$ cat config.mk
export PLATFORM = sky130hd
export DESIGN_NAME = mealy_step_seq
export DESIGN_NICKNAME = d
export VERILOG_FILES = /design/src/rtl/mealy_step_seq.sv
export SDC_FILE = /design/constraint.sdc
export NUM_CORES = 1
export LEC_CHECK = 0
export ABC_CLOCK_PERIOD_IN_PS = 1300
export BUFFER_PORTS_ARGS = -buffer_cell sky130_fd_sc_hd__clkbuf_2
export CAP_MARGIN = 40
export CORE_AREA = 8 8 45 47
export CTS_BUF_LIST = sky130_fd_sc_hd__clkbuf_16
export CTS_CLUSTER_SIZE = 12
export DETAILED_ROUTE_END_ITERATION = 16
export DIE_AREA = 0 0 53 55
export GPL_TIMING_DRIVEN = 0
export PLACE_DENSITY = 0.55
export SYNTH_ARGS = -nofsm -noshare
export SYNTH_HDL_FRONTEND = slang
export SYNTH_SLANG_ARGS = --single-unit
$ cat constraint.sdc
create_clock -name clk_i -period 1.3 [get_ports clk_i]
set_clock_uncertainty 0.05 [all_clocks]
set_input_delay 0.26 -clock clk_i [delete_from_list [all_inputs] [get_ports clk_i]]
set_output_delay 0.26 -clock clk_i [all_outputs]
set_load 0.01 [all_outputs]
$ cat src/rtl/mealy_step_seq.sv
// -----------------------------------------------------------------------------
// mealy_step_seq
//   N-state Mealy step sequencer. An asynchronous step input is synchronised
//   (and optionally debounced). Each qualified low->high transition of the
//   filtered input, taken while en_i is high, advances a modulo-NSTATES state
//   counter. While the filtered input is high, y_o shows the current state as
//   a one-hot code.
//
// Parameters
//   NSTATES      number of states (>=2); the state wraps NSTATES-1 -> 0
//   SYNC_STAGES  synchroniser flops on x_i (>=2)
//   DEB_CYCLES   stable clocks needed to accept a level change (debounce only)
//
// Build option
//   MEALY_STEP_DEBOUNCE_EN  when defined, a DEB_CYCLES debounce filter sits
//                           between the synchroniser and the edge detector.
//                           When undefined, the filtered level is the
//                           synchronised level and DEB_CYCLES is unused.
//
// Ports
//   clk_i    system clock, all flops rising-edge
//   rstn_i   asynchronous active-low reset
//   en_i     step enable, sampled on the clock of the detected edge
//   x_i      asynchronous step input
//   y_o      one-hot Mealy output: y_o[NSTATES-1-state] = filtered x
//   state_o  current state (registered)
//   step_o   one-clock pulse: the state advanced
//   wrap_o   one-clock pulse: the advance was NSTATES-1 -> 0
// -----------------------------------------------------------------------------
module mealy_step_seq #(
  parameter int NSTATES     = 3,
  parameter int SYNC_STAGES = 2,
  parameter int DEB_CYCLES  = 4,
  localparam int SW = ($clog2(NSTATES) > 1) ? $clog2(NSTATES) : 1
) (
  input  logic               clk_i,
  input  logic               rstn_i,
  input  logic               en_i,
  input  logic               x_i,
  output logic [NSTATES-1:0] y_o,
  output logic [SW-1:0]      state_o,
  output logic               step_o,
  output logic               wrap_o
);

  localparam logic [SW-1:0] LAST_STATE = SW'(NSTATES - 1);

  // Illegal parameter sets elaborate nothing extra; the block only names them.
  if ((NSTATES < 2) || (SYNC_STAGES < 2) || (DEB_CYCLES < 1)) begin : g_bad_params
  end

  logic [SYNC_STAGES-1:0] sync_q;
  logic [SYNC_STAGES-1:0] fill_q;
  logic                   xs_s;
  logic                   xf_s;
  logic                   xf_dly_q;
  logic                   armed_q;
  logic                   armed_d;
  logic                   rise_s;
  logic [SW-1:0]          state_q;
  logic [SW-1:0]          state_d;
  logic                   step_q;
  logic                   step_d;
  logic                   wrap_q;
  logic                   wrap_d;
  logic [NSTATES-1:0]     y_s;

  // Synchroniser chain on x_i, plus a shadow chain that marks when the
  // synchroniser holds a real sample of x_i rather than reset zeros.
  always_ff @(posedge clk_i or negedge rstn_i) begin
    if (!rstn_i) begin
      sync_q <= '0;
      fill_q <= '0;
    end else begin
      sync_q <= {sync_q[SYNC_STAGES-2:0], x_i};
      fill_q <= {fill_q[SYNC_STAGES-2:0], 1'b1};
    end
  end

  assign xs_s = sync_q[SYNC_STAGES-1];

`ifdef MEALY_STEP_DEBOUNCE_EN
  localparam int DW = $clog2(DEB_CYCLES + 1);

  logic [DW-1:0] deb_cnt_q;
  logic [DW-1:0] deb_cnt_d;
  logic          xf_q;
  logic          xf_d;

  // Debounce next state: the filtered level follows xs_s only after
  // DEB_CYCLES consecutive clocks of disagreement; any agreement restarts.
  always_comb begin
    deb_cnt_d = '0;
    xf_d      = xf_q;
    if (xs_s != xf_q) begin
      if (deb_cnt_q == DW'(DEB_CYCLES - 1)) begin
        xf_d      = xs_s;
        deb_cnt_d = '0;
      end else begin
        deb_cnt_d = deb_cnt_q + DW'(1);
      end
    end else begin
      deb_cnt_d = '0;
    end
  end

  // Debounce registers.
  always_ff @(posedge clk_i or negedge rstn_i) begin
    if (!rstn_i) begin
      deb_cnt_q <= '0;
      xf_q      <= 1'b0;
    end else begin
      deb_cnt_q <= deb_cnt_d;
      xf_q      <= xf_d;
    end
  end

  assign xf_s = xf_q;
`else
  assign xf_s = xs_s;
`endif

  // The edge detector arms only once a genuine low level of x has propagated
  // through the whole filter after reset. If x is held high across a reset,
  // the synchroniser refilling with ones is therefore not taken as an edge;
  // x must go low and high again.
  assign armed_d = armed_q | (fill_q[SYNC_STAGES-1] & ~xs_s & ~xf_s);
  assign rise_s  = xf_s & ~xf_dly_q & armed_q;

  // State register: sequencer state, pulses, edge history and arming flag.
  always_ff @(posedge clk_i or negedge rstn_i) begin
    if (!rstn_i) begin
      state_q  <= '0;
      step_q   <= 1'b0;
      wrap_q   <= 1'b0;
      xf_dly_q <= 1'b0;
      armed_q  <= 1'b0;
    end else begin
      state_q  <= state_d;
      step_q   <= step_d;
      wrap_q   <= wrap_d;
      xf_dly_q <= xf_s;
      armed_q  <= armed_d;
    end
  end

  // Next-state logic: an enabled edge advances modulo NSTATES. An
  // out-of-range state also reloads 0 on its next advance, without wrap.
  // An edge seen with en_i low is dropped, not remembered.
  always_comb begin
    state_d = state_q;
    step_d  = 1'b0;
    wrap_d  = 1'b0;
    if (rise_s && en_i) begin
      step_d = 1'b1;
      if (state_q >= LAST_STATE) begin
        state_d = '0;
        wrap_d  = (state_q == LAST_STATE);
      end else begin
        state_d = state_q + SW'(1);
        wrap_d  = 1'b0;
      end
    end else begin
      state_d = state_q;
      step_d  = 1'b0;
      wrap_d  = 1'b0;
    end
  end

  // Output logic: Mealy decode from the registered filtered level and the
  // state. An out-of-range state matches no bit, so y stays 0.
  always_comb begin
    y_s = '0;
    for (int i = 0; i < NSTATES; i++) begin
      if (xf_s && (state_q == SW'(NSTATES - 1 - i))) begin
        y_s[i] = 1'b1;
      end else begin
        y_s[i] = 1'b0;
      end
    end
  end

  assign y_o     = y_s;
  assign state_o = state_q;
  assign step_o  = step_q;
  assign wrap_o  = wrap_q;

endmodule

==> results.md <==
- Final nets: 48
- Clk_lat worst skew: 0.23 ns
- Core Box Area: around 1400 µm²
- Clock root buffer: clkbuf_16
- Worst reg2reg path depth: 3
- Endpoints failing setup: 3
- First DRT Iteration DRCs: 0
- WL/cell: 11.2 µm
- Pleak: 0.293 nW
- Yosys cell types: 11
- R2R Path Start: state_o[0]
- # placed instances: between 40 and 50
- Layout fillers: 135
- Non-Filler Instances: 58
- Hold/Removal Path Class: input port to flip-flop
- Max-slew violations: 0
- GRT Resource Usage Total: 5.12%
- Status: complete, but fails checks
- CP Launch Type: flip-flop
- H-tree depth: 1
- Diode count: 0
- Maximum VDD drop: 1.04 mV
- Die width: around 53 µm
- CTS clk-pin slew, worst paths: around 0.04 ns
- Port bufs: 10
- Unrepaired setup endpoints after global routing: true
- CP Class: flip-flop to output port
- YS warnings: 0
- Ports: 11
- Setup TNS: -0.0744 ns
- Vias in the first global route: between 200 and 250
- Initial Util: between 20% and 30%
- Die Span Y: 55 µm
- Remaining DRCs: 0
- TritonCTS clock tree: done
- Initial antenna violation count: 0
- Post-Route WL: roughly 650 µm
- Tmin final: 1.34 ns
- Synth Instances: 23
- First-pass GRT wire length: 1070 µm
- Clock sink count: 10
- Post-synthesis sequential area ratio: 69.7%
- WP data arrival: a little over 1 ns
- Setup slack after layout: -0.0381 ns
- R2r setup slk: ~0.20 ns
- Inserted Clock Buffers: 3
- Vias per cell: 3.84
- Syn nets: 27
- RR Endpoint: state_o[1]
- Drt first pass iters: 1
- P&R area growth vs syn: 60.3%
- Syn avg cell area: 15.6 µm²
- Row cnt: 14
- Max-cap viol count: 0
- Failing checks: negative setup slack
- Die area: roughly 2900 µm²
- Worst Setup EP: y_o[1]
- ANT nets after route: 0
- Fin. Hold Viols: 0
- Placer Congestion: 0.635
- Max Freq: 747 MHz
- CTS max path bufs: 2
- Synth Register Bits: 10
- Synthesized cell area: 359 µm²
- Tcrit/Tclk final: 103%
- Hold Path Cell Cnt: 1
- CP required: 0.99 ns
- Crit end category: output port
- PwrDens: 2220 nW/µm²
- GR Overflow Total: 0
- Layout cells sized above 1: about 64%
- Routed via count: 223
- CP Max Fanout: 5
- Setup crit start: state_o[0]
- Largest net degree at the start of global routing: 11
-- critical path, cell delays in order (launching register included) --
cell     delay, ns
dfrtp_1       0.40
nor2b_4       0.17
and2_4        0.14
buf_6         0.09
-- layout by cell type, fill, tap and decap left out --
cell and count:
clkbuf_2 8, clkbuf_16 3, nor2_1 1, buf_4 5, nand4b_4 1, and2_4 1, mux2_4 2, inv_2 1
nor3_1 1, conb_1 1, buf_6 1, dlygate4sd3_1 1, nor3b_2 1, a21o_1 1, inv_1 1, nor3b_1 1
buf_2 1, nor2b_4 1, dfrtp_2 2, dfrtp_1 8
-- kinds of logic after synthesis --
family | count (synthesis) | share of synthesized area [%]
multiplexers | 2 | 8.36
AO/OA/AOI/OAI | 1 | 2.09
other | 1 | 1.04
buffers and inverters | 2 | 2.09
AND/OR/NAND/NOR | 7 | 16.7
flip-flops | 10 | 69.7
-- Yosys cell counts --
cell type,n,area (µm²)
nor2_1,1,3.75
nor3_1,1,5.00
nor3b_1,2,15.0
nand4b_4,1,23.8
and2_1,1,6.26
a21o_1,1,7.51
dfrtp_1,10,250
inv_1,2,7.51
conb_1,1,3.75
nor2b_1,1,6.26
mux2_4,2,30.0
-- final cells by class --
cell class / instances / area [µm²] / area share (%)
Sequential cell: 10 / 253 / 43.9
Multi-Input combinational cell: 11 / 116 / 20.2
Timing Repair Buffer: 16 / 104 / 18.0
Clock buffer: 3 / 75.1 / 13.0
Tap cell: 16 / 20.0 / 3.48
Inverter: 2 / 7.51 / 1.30
-- sequential cells by signal (all words and copies together), names as in the netlist --
register,cells
step_o,1
sync_q,2
wrap_o,1
state_o,2
xf_dly_q,1
fill_q,2
armed_q,1
-- per-stage QoR --
step	utilization (%)	cell area [µm²]	setup WS [ns]	power [W]	hold slack (ns)
final	41.6	576	-0.0381	0.00128	0.0891
after global routing	41.6	576	-0.0925	0.00135	0.0785
after CTS	40.9	566	-0.0755	0.00127	0.0847
after detailed placement	31.0	429	0.0994	0.000621	0.0857
after global placement	31.0	429	0.126	0.000612	0.0775
after floorplan	-	359	0.193	0.000530	-0.0856
-- per-layer routing --
metal	part of all wire [%]	global-route usage [%]	vias up
met5	0	0	-
met2	40	7.23	11
met3	15	2.14	0
li1	-	-	112
met1	44	6.05	100
met4	0	3.88	0
-- how the worst min path moves through the flow --
| stage | startpoint | to | slack [ns] |
|---|---|---|---|
| global placement | rstn_i | step_o | 0.08 |
| floorplan | rstn_i | armed_q | -0.09 |
| detailed placement | rstn_i | step_o | 0.09 |
| CTS | x_i | sync_q[0] | 0.08 |
| global route | x_i | sync_q[0] | 0.08 |
| finish | x_i | sync_q[0] | 0.09 |
-- repair_timing --
action	in CTS	in global routing
hold endpoints to repair	10	0
hold buffers	1	0
gates resized for setup	5	5
gates cloned	0	0
pin swaps	0	1
setup buffers	5	0
endpoints found under the setup margin	3	3
-- power by group --
group          internal [W]  switching [W]  leakage [nW]  total, W
clock network      0.000396       0.000116        0.0370  0.000512
logic              0.000228       0.000125         0.139  0.000353
registers          0.000357      0.0000537         0.117  0.000411
Note: power is estimated with default switching activity, not from simulation.
